==> src/rtl/alu_opa_fwd_reg_if.sv <==
// alu_opa_fwd_reg_if: operand-A selector bus (sources, forwarding taps, registered result)
interface alu_opa_fwd_reg_if #(
    parameter int WIDTH = 32,
    parameter int NSRC  = 4,
    parameter int SELW  = 2,
    parameter int CW    = 16
);
    logic                  in_valid;
    logic                  stall;
    logic                  flush;
    logic [SELW-1:0]       sel;
    logic [NSRC*WIDTH-1:0] src_bus;
    logic [4:0]            rs_addr;
    logic                  exm_wen;
    logic [4:0]            exm_waddr;
    logic [WIDTH-1:0]      exm_wdata;
    logic                  mwb_wen;
    logic [4:0]            mwb_waddr;
    logic [WIDTH-1:0]      mwb_wdata;
    logic [WIDTH-1:0]      out_data;
    logic                  out_valid;
    logic [1:0]            out_fwd;
    logic [CW-1:0]         fwd_count;
    modport master (
        output in_valid, stall, flush, sel, src_bus, rs_addr,
               exm_wen, exm_waddr, exm_wdata, mwb_wen, mwb_waddr, mwb_wdata,
        input  out_data, out_valid, out_fwd, fwd_count
    );
    modport slave (
        input  in_valid, stall, flush, sel, src_bus, rs_addr,
               exm_wen, exm_waddr, exm_wdata, mwb_wen, mwb_waddr, mwb_wdata,
        output out_data, out_valid, out_fwd, fwd_count
    );
endinterface

==> src/rtl/alu_opa_fwd_reg.sv <==
// alu_opa_fwd_reg: ALU operand-A source mux with EX/MEM and MEM/WB forwarding on slot 0,
// registered into the ID/EX slot with stall/flush/valid and a saturating forward counter.
module alu_opa_fwd_reg #(
    parameter int WIDTH = 32,
    parameter int NSRC  = 4,
    parameter int SELW  = 2,
    parameter int CW    = 16
) (
    input logic              clk,
    input logic              rst,
    alu_opa_fwd_reg_if.slave bus
);
    logic [SELW-1:0]  sel;
    logic [WIDTH-1:0] src_data;
    logic [WIDTH-1:0] mux_data;
    logic [1:0]       mux_fwd;
    logic             exm_hit;
    logic             mwb_hit;
    logic             load;
    logic [WIDTH-1:0] out_data_d, out_data_q;
    logic             out_valid_d, out_valid_q;
    logic [1:0]       out_fwd_d, out_fwd_q;
    logic [CW-1:0]    fwd_count_d, fwd_count_q;
    assign sel = bus.sel;
    always_comb begin
        src_data    = 32'(sel) >= NSRC ? '0 : bus.src_bus[32'(sel)*WIDTH +: WIDTH];
        exm_hit     = bus.exm_wen && bus.exm_waddr != 5'd0 && bus.exm_waddr == bus.rs_addr;
        mwb_hit     = bus.mwb_wen && bus.mwb_waddr != 5'd0 && bus.mwb_waddr == bus.rs_addr;
        // only the register-file slot is forwardable; EX/MEM is the younger result
        mux_fwd     = sel != '0 ? 2'b00 : exm_hit ? 2'b01 : mwb_hit ? 2'b10 : 2'b00;
        mux_data    = mux_fwd == 2'b01 ? bus.exm_wdata : mux_fwd == 2'b10 ? bus.mwb_wdata : src_data;
        load        = !bus.flush && !bus.stall;
        out_data_d  = bus.flush ? '0 : load && bus.in_valid ? mux_data : out_data_q;
        out_valid_d = bus.flush ? 1'b0 : load ? bus.in_valid : out_valid_q;
        out_fwd_d   = bus.flush ? 2'b00 : load ? (bus.in_valid ? mux_fwd : 2'b00) : out_fwd_q;
        fwd_count_d = load && bus.in_valid && mux_fwd != 2'b00 && fwd_count_q != '1
                      ? fwd_count_q + 1'b1 : fwd_count_q;
    end
    always_ff @(posedge clk) begin
        if (rst) begin
            out_data_q  <= '0;
            out_valid_q <= 1'b0;
            out_fwd_q   <= 2'b00;
            fwd_count_q <= '0;
        end else begin
            out_data_q  <= out_data_d;
            out_valid_q <= out_valid_d;
            out_fwd_q   <= out_fwd_d;
            fwd_count_q <= fwd_count_d;
        end
    end
    assign bus.out_data  = out_data_q;
    assign bus.out_valid = out_valid_q;
    assign bus.out_fwd   = out_fwd_q;
    assign bus.fwd_count = fwd_count_q;
endmodule
==> src/flat_wrapper.sv <==
// flat-port wrapper written by rule: the top's interface ports become plain ports
module alu_opa_fwd_reg_flat 
#(
    parameter int WIDTH = 32,
    parameter int NSRC  = 4,
    parameter int SELW  = 2,
    parameter int CW    = 16
)
  (clk, rst, bus_in_valid, bus_stall, bus_flush, bus_sel, bus_src_bus, bus_rs_addr, bus_exm_wen, bus_exm_waddr, bus_exm_wdata, bus_mwb_wen, bus_mwb_waddr, bus_mwb_wdata, bus_out_data, bus_out_valid, bus_out_fwd, bus_fwd_count);
  alu_opa_fwd_reg_if #(.WIDTH(WIDTH), .NSRC(NSRC), .SELW(SELW), .CW(CW)) bus_i ();
  input logic clk;
  input logic rst;
  input wire logic [$bits(bus_i.in_valid)-1:0] bus_in_valid;
  input wire logic [$bits(bus_i.stall)-1:0] bus_stall;
  input wire logic [$bits(bus_i.flush)-1:0] bus_flush;
  input wire logic [$bits(bus_i.sel)-1:0] bus_sel;
  input wire logic [$bits(bus_i.src_bus)-1:0] bus_src_bus;
  input wire logic [$bits(bus_i.rs_addr)-1:0] bus_rs_addr;
  input wire logic [$bits(bus_i.exm_wen)-1:0] bus_exm_wen;
  input wire logic [$bits(bus_i.exm_waddr)-1:0] bus_exm_waddr;
  input wire logic [$bits(bus_i.exm_wdata)-1:0] bus_exm_wdata;
  input wire logic [$bits(bus_i.mwb_wen)-1:0] bus_mwb_wen;
  input wire logic [$bits(bus_i.mwb_waddr)-1:0] bus_mwb_waddr;
  input wire logic [$bits(bus_i.mwb_wdata)-1:0] bus_mwb_wdata;
  output wire logic [$bits(bus_i.out_data)-1:0] bus_out_data;
  output wire logic [$bits(bus_i.out_valid)-1:0] bus_out_valid;
  output wire logic [$bits(bus_i.out_fwd)-1:0] bus_out_fwd;
  output wire logic [$bits(bus_i.fwd_count)-1:0] bus_fwd_count;
  assign bus_i.in_valid = bus_in_valid;
  assign bus_i.stall = bus_stall;
  assign bus_i.flush = bus_flush;
  assign bus_i.sel = bus_sel;
  assign bus_i.src_bus = bus_src_bus;
  assign bus_i.rs_addr = bus_rs_addr;
  assign bus_i.exm_wen = bus_exm_wen;
  assign bus_i.exm_waddr = bus_exm_waddr;
  assign bus_i.exm_wdata = bus_exm_wdata;
  assign bus_i.mwb_wen = bus_mwb_wen;
  assign bus_i.mwb_waddr = bus_mwb_waddr;
  assign bus_i.mwb_wdata = bus_mwb_wdata;
  assign bus_out_data = bus_i.out_data;
  assign bus_out_valid = bus_i.out_valid;
  assign bus_out_fwd = bus_i.out_fwd;
  assign bus_fwd_count = bus_i.fwd_count;
  alu_opa_fwd_reg #(.WIDTH(WIDTH), .NSRC(NSRC), .SELW(SELW), .CW(CW)) u_core (.clk(clk), .rst(rst), .bus(bus_i));
endmodule
==> config.mk <==
export PLATFORM = sky130hd
export DESIGN_NAME = alu_opa_fwd_reg_flat
export DESIGN_NICKNAME = d
export VERILOG_FILES = /design/src/rtl/alu_opa_fwd_reg_if.sv /design/src/rtl/alu_opa_fwd_reg.sv /design/src/flat_wrapper.sv
export SDC_FILE = /design/constraint.sdc
export NUM_CORES = 1
export LEC_CHECK = 0
export CELL_PAD_IN_SITES_DETAIL_PLACEMENT = 1
export CELL_PAD_IN_SITES_GLOBAL_PLACEMENT = 2
export CORE_MARGIN = 2
export CORE_UTILIZATION = 17
export DETAILED_ROUTE_END_ITERATION = 7
export PLACE_DENSITY_LB_ADDON = 0.1
export SLEW_MARGIN = 30
export SYNTH_ARGS = -nofsm -noshare
export SYNTH_HDL_FRONTEND = slang
export SYNTH_SLANG_ARGS = --single-unit
==> constraint.sdc <==
create_clock -name clk -period 2.8 [get_ports clk]
set_input_delay 0.42 -clock clk [delete_from_list [all_inputs] [get_ports clk]]
set_output_delay 0.42 -clock clk [all_outputs]
set_load 0.1 [all_outputs]
# Word-level counts from Yosys, hierarchy flattened
# Index checks and enable logic that the tools add are counted.
# totals
in_bits	216
word_cells	32
output_inout_bits	51
reg_bits	51
# classes
eq_ne	5
n_addsub	1
mux	6
reduce_logical	15
n_shift	1
# ops
cell	n
$shiftx A128 B8 Y32	1
$mux W32	2
$add A16 B1 Y16 const B	1
$ne A16 B16 Y1 const B	1
$eq A5 B5 Y1	2
$reduce_bool A5 Y1	2
$logic_and A1 B1 Y1	8
$mux W2	4
$reduce_bool A2 Y1	2
$eq A2 B1 Y1 const B	1
$eq A2 B2 Y1 const B	1
$logic_not A1 Y1	2
$reduce_or A2 Y1	1

# Logic depth before layout (Yosys ltp)
# Gate-level depths: netlist of run 1.
# depth
word_depth	9
mapped_depth	8
ltp_nobuf	6

# Worst setup path before layout of run 1
# OpenSTA, ideal clock, no wires.
# synth_timing
path_kind	register to register
from	register u_core.fwd_count_q[2], in the netlist u_core.bus.fwd_count[2]
to	register u_core.fwd_count_q[15], in the netlist u_core.bus.fwd_count[15]
n_path_buf	1
setup_time_ns	0.071
t_required_ns	2.729
synth_period_minus_slack_ns	2.577
t_arrival_ns	2.507
setup_slack_ns	0.223
path_stages_with_launch	8
path_cell_list	dfxtp_1 and4_1 and3_1 buf_2 nand2_1 or3_1 or3_1 a21oi_1
# synth_via
elab_chain_cells	2
elab_cells_between_ends	3
cone_classes	1 x add/sub; 1 x eq/ne; 1 x reduce/logical
# synth_rtl
element	line_no	text
from (decl)	alu_opa_fwd_reg.sv:23	logic [CW-1:0] fwd_count_d, fwd_count_q;
from (signal assigned)	alu_opa_fwd_reg.sv:49	fwd_count_q <= fwd_count_d;
branches (longest 2 deep; another with $add A16 B1 Y16)	n/a	
# Parallel ways; which one is timed is not known.
# A chain may end at the register's enable or synchronous reset.

# Worst setup path after layout of run 1
# layout_timing
from	input bus_exm_waddr[0]
to	register u_core.out_data_q[23], in the netlist u_core.bus.out_data[23]
# layout_via
elab_chain_cells	8
elab_cells_between_ends	10
cone_classes	3 x eq/ne; 4 x mux; 3 x reduce/logical
# layout_rtl
element	line_no	text
from (decl)	flat_wrapper.sv:20	input wire logic [$bits(bus_i.exm_waddr)-1:0] bus_exm_waddr;
$reduce_bool A5 Y1	alu_opa_fwd_reg.sv:27	exm_hit = bus.exm_wen && bus.exm_waddr != 5'd0 && bus.exm_waddr == bus.rs_addr;
$logic_and A1 B1 Y1	alu_opa_fwd_reg.sv:27	
$logic_and A1 B1 Y1 *	alu_opa_fwd_reg.sv:27	
$mux W2 * (2 in series)	alu_opa_fwd_reg.sv:30	mux_fwd = sel != '0 ? 2'b00 : exm_hit ? 2'b01 : mwb_hit ? 2'b10 : 2'b00;
$eq A2 B2 Y1	alu_opa_fwd_reg.sv:31	mux_data = mux_fwd == 2'b01 ? bus.exm_wdata : mux_fwd == 2'b10 ? bus.mwb_wdata : src_data;
$mux W32	alu_opa_fwd_reg.sv:31	
$mux W32 *	alu_opa_fwd_reg.sv:31	
to (signal assigned)	alu_opa_fwd_reg.sv:46	out_data_q <= out_data_d;
to (decl)	alu_opa_fwd_reg.sv:20	logic [WIDTH-1:0] out_data_d, out_data_q;
# Mark *: on every way between the ends. The rest lies on a longest branch, timed or not.

==> results by group, run 1 <==
Place
  • Total cell area at the placement stage: 6018 um2
  • Count of input and output buffers: 266
  • Post-DP HPWL: 12,680 um
  • GP Congestion: 0.8246

Power and ir drop
  • Total power divided by cell area: 338.6 nW/um2
  • Max rail drop VDD: 0.0002088 V
  • Switching power of the nets: 560.1 uW
  • Sequential power share: 0.356
  • Clock network fraction of total power: 0.350
  • Leakage: 0.002273 uW
  • Cell-internal power: 1535 uW
  • Switching Fraction: 0.2674
  • Portion of total power attributed to combinational logic: 0.294

Clock network
  • Worst-path clk slew: 70 ps
  • Post-cts gate resize count: 0
  • Clock Tree Root: sky130_fd_sc_hd__clkbuf_16
  • Count of clock tree sinks: 51
  • TritonCTS clock tree: done
  • Number of buffers inserted by post-CTS setup repair: 0
  • Total clock buffers created by CTS: 5
  • Maximum clock insertion buffer count: 2
  • Worst-Skew Late Latency: 300 ps
  • Hold buffer count at CTS: 0
  • Depth of the CTS H-tree: 2

Logic synthesis
  • Count of different cell masters after synthesis: 41
  • Dominant cell type by area after synthesis: sky130_fd_sc_hd__dfxtp_1
  • Main flop type after synthesis: sky130_fd_sc_hd__dfxtp_1
  • Warnings, synthesis: 0
  • Synthesized cell area: 3174 um2
  • Number of enable-type register cells in the synthesized netlist: 0
  • Post-synthesis share of cell area spent on and, or, nand and nor gates: 0.1080
  • Count of mapped cells out of synthesis: 285
  • Net count after synthesis: 502
  • Leading post-synthesis cells by cell area: sky130_fd_sc_hd__dfxtp_1 32%, sky130_fd_sc_hd__mux4_2 23%, sky130_fd_sc_hd__a221o_1 10%, sky130_fd_sc_hd__a22o_1 8.8%, sky130_fd_sc_hd__xnor2_1 2.5%
  • Dominant combinational cell family by area after synthesis: compound AO/OA/AOI/OAI gates
  • Post-synth ARST share: 0
  • Commonest cells in the netlist: 51 x sky130_fd_sc_hd__dfxtp_1, 32 x sky130_fd_sc_hd__a221o_1, 32 x sky130_fd_sc_hd__a22o_1, 32 x sky130_fd_sc_hd__mux4_2, 15 x sky130_fd_sc_hd__clkbuf_1
  • Sequential cell area fraction in the yosys report: 0.3216
  • XOR/XNOR share of the synthesized area: 0.03311
  • Fraction of the mapped netlist area in compound gates: 0.2531
  • Mean instance size in the synthesized netlist: 11.14 um2
  • Adder-Cell Fraction of Synth Area: 0.003942
  • Share of cell area taken by muxes after synthesis: 0.2337
  • Leading cell type by number of instances after synthesis: sky130_fd_sc_hd__dfxtp_1
  • Synthesized flop and latch total: 51
  • Share of Yosys cell area claimed by the top area cell type: 0.3216

Floorplanning
  • Die outline height: 140.6 um
  • Total number of placement rows: 49
  • Full die area: 19,780 um2
  • Die span in x: 140.6 um
  • Core area: 18,150 um2
  • Starting utilization of the core area: 0.1749
  • Top-Level Pins: 267

Run status
  • Run status: finished clean

Run
  • Count of max-cap constraint violations: 0

Detailed routing
  • Remaining antenna violation count after routing: 0
  • Average vias per placed instance: 4.715
  • DR vias: 3,654
  • Number of search-and-repair iterations in the first detailed-routing pass: 4
  • Number of remaining DRC errors: 0
  • Total length of routed wires: 15,940 um
  • Starting DRT DRC Count: 109
  • Wire length per cell after detailed routing: 20.56 um

Worst setup path
  • Endpoint arrival time on the critical path: 2610 ps
  • Largest fanout of any net on the critical path: 16
  • Critical path class: primary input to flip-flop
  • Sort of element at the end of the critical path: flip-flop
  • Required time at the endpoint of the critical path: 2990 ps
  • Critical Path Start Type: primary input

STA
  • Slew HR: 0.4154
  • Final count of pins violating max slew: 0
  • Final critical-path share of the clock period: 0.8631
  • Final total negative setup slack: 0 ps
  • Layout Skew: 4.258 ps
  • Final hold violation count: 0
  • Unrepaired setup endpoints after global routing: false
  • Max Clock Freq: 413.8 MHz
  • Setup violation total in the final timing report: 0
  • Tmin final: 2417 ps
  • Transition time at the pin with the least slew margin: 874.8 ps

Min path
  • Path category of the worst min-delay check: flip-flop to flip-flop

Layout
  • Layout cell share with drive strength beyond 1: 0.2059
  • Finished layout cell area: 6186 um2
  • Layout overhead on the synthesized area: 94.88%
  • Post-layout net count: 761

Global routing
  • Via count of the first global-routing pass: 3,994
  • Wire length of the first global-routing pass: 23,480 um
  • Pin count of the biggest net entering global routing: 34
  • Initial antenna violation count: 1
  • Leftover overflow at the end of global routing: 0
  • Total global-route track usage: 0.1550
==> final cells by class <==
class	count	area, um2
tap	229	286.5
multi-input combinational	207	2029
sequential	51	1021
clock buffer	5	125.1
inverter	1	3.754
clock inverter	2	37.54
antenna	2	5.005
fill	2009	11960
timing repair buffer	278	2678
==> routing by layer <==
| metal | wire length, um | vias up | track usage |
|---|---|---|---|
| li1 | - | 1703 | - |
| met1 | 6177 | 1763 | 0.1732 |
| met2 | 8102 | 167 | 0.2811 |
| met3 | 1224 | 21 | 0.04178 |
| met4 | 429 | 0 | 0.05895 |
| met5 | 0 | - | 0 |
==> sequential cells by signal, summed over array words and instances, names as in the netlist <==
name,cells
u_core.bus.fwd_count,16
u_core.bus.out_valid,1
u_core.bus.out_fwd,2
u_core.bus.out_data,32
==> metrics by stage <==
| step | setup WS [ps] | total power [uW] | hold slack (ps) | util | std cells |
|---|---|---|---|---|---|
| after floorplan | 222.7 | 1008 | 558.9 | - | 285 |
| after global placement | 69.80 | 1378 | 451.5 | 0.3316 | 766 |
| after detailed placement | 43.03 | 1384 | 462.7 | 0.3316 | 766 |
| after CTS | 374.2 | 2135 | 481.0 | 0.3406 | 773 |
| after global routing | 193.8 | 2194 | 495.9 | 0.3407 | 774 |
| final | 383.2 | 2095 | 470.6 | 0.3409 | 775 |
==> cells by family (layout without fill, tap and decap cells) <==
family	after synthesis	count (layout)
AO/OA/AOI/OAI	97	97
XOR/XNOR	12	12
adder cells (fa/ha/maj)	1	1
buffers and inverters	27	286
flip-flops	51	51
multiplexers	34	34
other	0	2
AND/OR/NAND/NOR	63	63
==> final timing paths <==
check / to / from / depth (start not counted) / slack (ps)
worst min register to register: u_core.bus.out_fwd[1]$_SDFFE_PP0P_ / u_core.bus.out_fwd[1]$_SDFFE_PP0P_ / 2 / 470
worst min-delay path: u_core.bus.out_fwd[1]$_SDFFE_PP0P_ / u_core.bus.out_fwd[1]$_SDFFE_PP0P_ / 2 / 470
worst max-delay path: u_core.bus.out_data[23]$_SDFFE_PP0P_ / bus_exm_waddr[0] / 8 / 380
worst max register to register: u_core.bus.fwd_count[10]$_SDFFE_PP0P_ / u_core.bus.fwd_count[2]$_SDFFE_PP0P_ / 7 / 700
==> critical path, stage by stage <==
cell	delay, ps
sky130_fd_sc_hd__clkdlybuf4s50_1	440
sky130_fd_sc_hd__or4_1	550
sky130_fd_sc_hd__o211ai_2	190
sky130_fd_sc_hd__nor2_2	110
sky130_fd_sc_hd__and3_1	260
sky130_fd_sc_hd__buf_12	190
sky130_fd_sc_hd__a22o_1	180
sky130_fd_sc_hd__a221o_1	250
==> power by group through the flow <==
stage | clock network (uW) | logic (uW) | registers, uW
4_1_cts | 766 | 624 | 745
2_1_floorplan | 0 | 153 | 855
3_5_place_dp | 0 | 621 | 762
5_1_grt | 796 | 651 | 747
3_3_place_gp | 0 | 616 | 762
6_report | 734 | 615 | 745
==> placed cells by master, fill, tap and decap left out, drive strengths merged, types with 2 or more instances in the layout <==
cell	Yosys	layout
a21oi	14	14
a221o	32	32
a22o	32	32
and3	3	3
and4	3	3
buf	11	65
clkbuf	15	5
clkdlybuf4s50	0	213
dfxtp	51	51
diode	0	2
mux4	32	32
nand2	10	10
nand3	8	8
nand4	3	3
nor2	14	14
nor2b	2	2
nor3	3	3
o2111ai	2	2
o211ai	2	2
o21ai	11	11
or2	2	2
or3	11	11
xnor2	9	9
xor2	3	3
(Power assumes the default switching activity.)
==> run 2, diff against run 1 <==
--- a/config.mk
+++ b/config.mk
@@ -9,9 +9,10 @@
 export CELL_PAD_IN_SITES_GLOBAL_PLACEMENT = 2
 export CORE_MARGIN = 2
 export CORE_UTILIZATION = 17
+export CTS_CLUSTER_SIZE = 14
 export DETAILED_ROUTE_END_ITERATION = 7
+export GPL_ROUTABILITY_DRIVEN = 0
 export PLACE_DENSITY_LB_ADDON = 0.1
-export SLEW_MARGIN = 30
 export SYNTH_ARGS = -nofsm -noshare
 export SYNTH_HDL_FRONTEND = slang
 export SYNTH_SLANG_ARGS = --single-unit
==> results of run 2 <==
Same layout as run 1: the final DEF is identical, and so are final timing and power.
==> RTL change, RTL diff (settings of run 1) <==
`SELW` is set to 2 in 3 places; all go to 3.
--- a/src/rtl/alu_opa_fwd_reg_if.sv
+++ b/src/rtl/alu_opa_fwd_reg_if.sv
@@ -3,5 +3,5 @@
     parameter int WIDTH = 32,
     parameter int NSRC  = 4,
-    parameter int SELW  = 2,
+    parameter int SELW  = 3,
     parameter int CW    = 16
 );
--- a/src/rtl/alu_opa_fwd_reg.sv
+++ b/src/rtl/alu_opa_fwd_reg.sv
@@ -4,5 +4,5 @@
     parameter int WIDTH = 32,
     parameter int NSRC  = 4,
-    parameter int SELW  = 2,
+    parameter int SELW  = 3,
     parameter int CW    = 16
 ) (
--- a/src/flat_wrapper.sv
+++ b/src/flat_wrapper.sv
@@ -4,5 +4,5 @@
     parameter int WIDTH = 32,
     parameter int NSRC  = 4,
-    parameter int SELW  = 2,
+    parameter int SELW  = 3,
     parameter int CW    = 16
 )
Ports: changed (resized bus_sel); port bits go from 267 to 268. The function was not compared with the original's and may differ.
==> RTL change against run 1 <==
Area after synthesis rose by 18%; global-route usage rose by 0.36 points; clock skew barely moved; via count rose by 16%; cell area rose by 11%; sequential cell count did not move; die area rose by 17%; worst setup slack got worse by 0.16 ns; routed wire length rose by 18%; power fell by 4.6%; critical endpoint is now u_core.bus.fwd_count[7].
==> RTL change: results (changes against run 1) <==
| Metric | Value |
|---|---|
| Clk pwr | `0.000650 W (was 0.000734 W)` |
| Gr usage total | `0.159 (was 0.155)` |
| Hold_ws | `0.492 ns (was 0.471 ns)` |
| Normalized max-slew margin | `0.677 (was 0.415)` |
| Slowest stage delay, CP | `0.66 ns (was 0.55 ns)` |
| Total Nets Final | `868 (was 761)` |
| Adder-cell share of the synthesized area | `0.00335 (was 0.00394)` |
| Sw Share | `0.255 (was 0.267)` |
| CP startpoint | `bus_exm_waddr[1] (was bus_exm_waddr[0])` |
| Metal1 wirelength | `7.01 mm (was 6.18 mm)` |
| DR top layer | `met5 (was met4)` |
| CP arrival | `2.77 ns (was 2.61 ns)` |
| Share of layout cells above drive strength 1 | `0.214 (was 0.206)` |
| Met1 Resource Use GR | `0.165 (was 0.173)` |
| Mux share of post-synthesis cell area | `0.323 (was 0.234)` |
| Met2 Use GR | `0.295 (was 0.281)` |
| Run status | `finished clean (unchanged)` |
| Synth area leaders | `dfxtp_1, mux4_2, mux2i_1 (was dfxtp_1, mux4_2, a221o_1)` |
| Sequential fraction of the synthesis area | `0.274 (was 0.322)` |
| Number of global-route vias before repair | `4754 (was 3994)` |
| Vias | `4224 (was 3654)` |
| Critical-path top delay cell | `or4_4 (was or4_1)` |
| Distinct cell type count after synthesis | `39 (was 41)` |
| Global-route wire length before repair | `28.4 mm (was 23.5 mm)` |
| Synth Area in Compound Gates | `0.156 (was 0.253)` |
| Synth Area in XOR/XNOR | `0.0188 (was 0.0331)` |
| Post-Place Setup Slack | `-0.116 ns (was 0.0430 ns)` |
| Initial DRC count | `110 (was 109)` |
| Antenna violations before repair | `7 (was 1)` |
| Met3 GRT Util | `0.0677 (was 0.0418)` |
| Comb. pwr | `0.000616 W (was 0.000615 W)` |
| Crit path to | `u_core.bus.fwd_count[7] (was u_core.bus.out_data[23])` |
| Initial DRT Pass Iterations | `6 (was 4)` |
| Max IR drop VDD | `0.181 mV (was 0.209 mV)` |
| Post-synth top cells | `dfxtp_1, nor2b_1, mux2i_1 (was dfxtp_1, a221o_1, a22o_1, mux4_2, clkbuf_1)` |
| GPL Wtd Cong | `0.800 (was 0.825)` |
| Largest net degree at the start of global routing | `36 (was 34)` |
| Syn nets | `604 (was 502)` |
| LEAKAGE | `2.67 nW (was 2.27 nW)` |
| Clk_skew | `0.00461 ns (was 0.00426 ns)` |
-- RTL change: cell count changes after synthesis, sizes merged, moves of 12 or more --
cell,before,now
clkbuf,15,27
a22o,32,0
nor2b,2,44
o22ai,0,32
a221o,32,0
mux2i,1,34
a22oi,1,32
mux2,1,13
-- RTL change: stage by stage --
step,cells,utilization
global route,933,0.317
CTS,930,0.317
detailed placement,923,0.310
finish,935,0.317
floorplan,386,-
global placement,923,0.310
-- RTL change: area by class of cell --
cell class,instances,area (µm²),share of cell area
Multi-Input combinational cell,295,2550,0.371
Timing Repair Buffer,293,2780,0.404
Inverter,4,15.0,0.00218
Clock inverter,1,5.00,0.000728
Tap cell,280,350,0.0509
Antenna cell,5,12.5,0.00182
Sequential cell,51,1020,0.149
Clock buffer,6,139,0.0202
-- RTL change: worst register-to-register path, cell delays in order (launching register included) --
cell	delay, ns
dfxtp_1	0.40
and4_1	0.24
and3_1	0.22
nor3b_1	0.43
nand3_1	0.14
a21oi_1	0.15
mux2_2	0.35
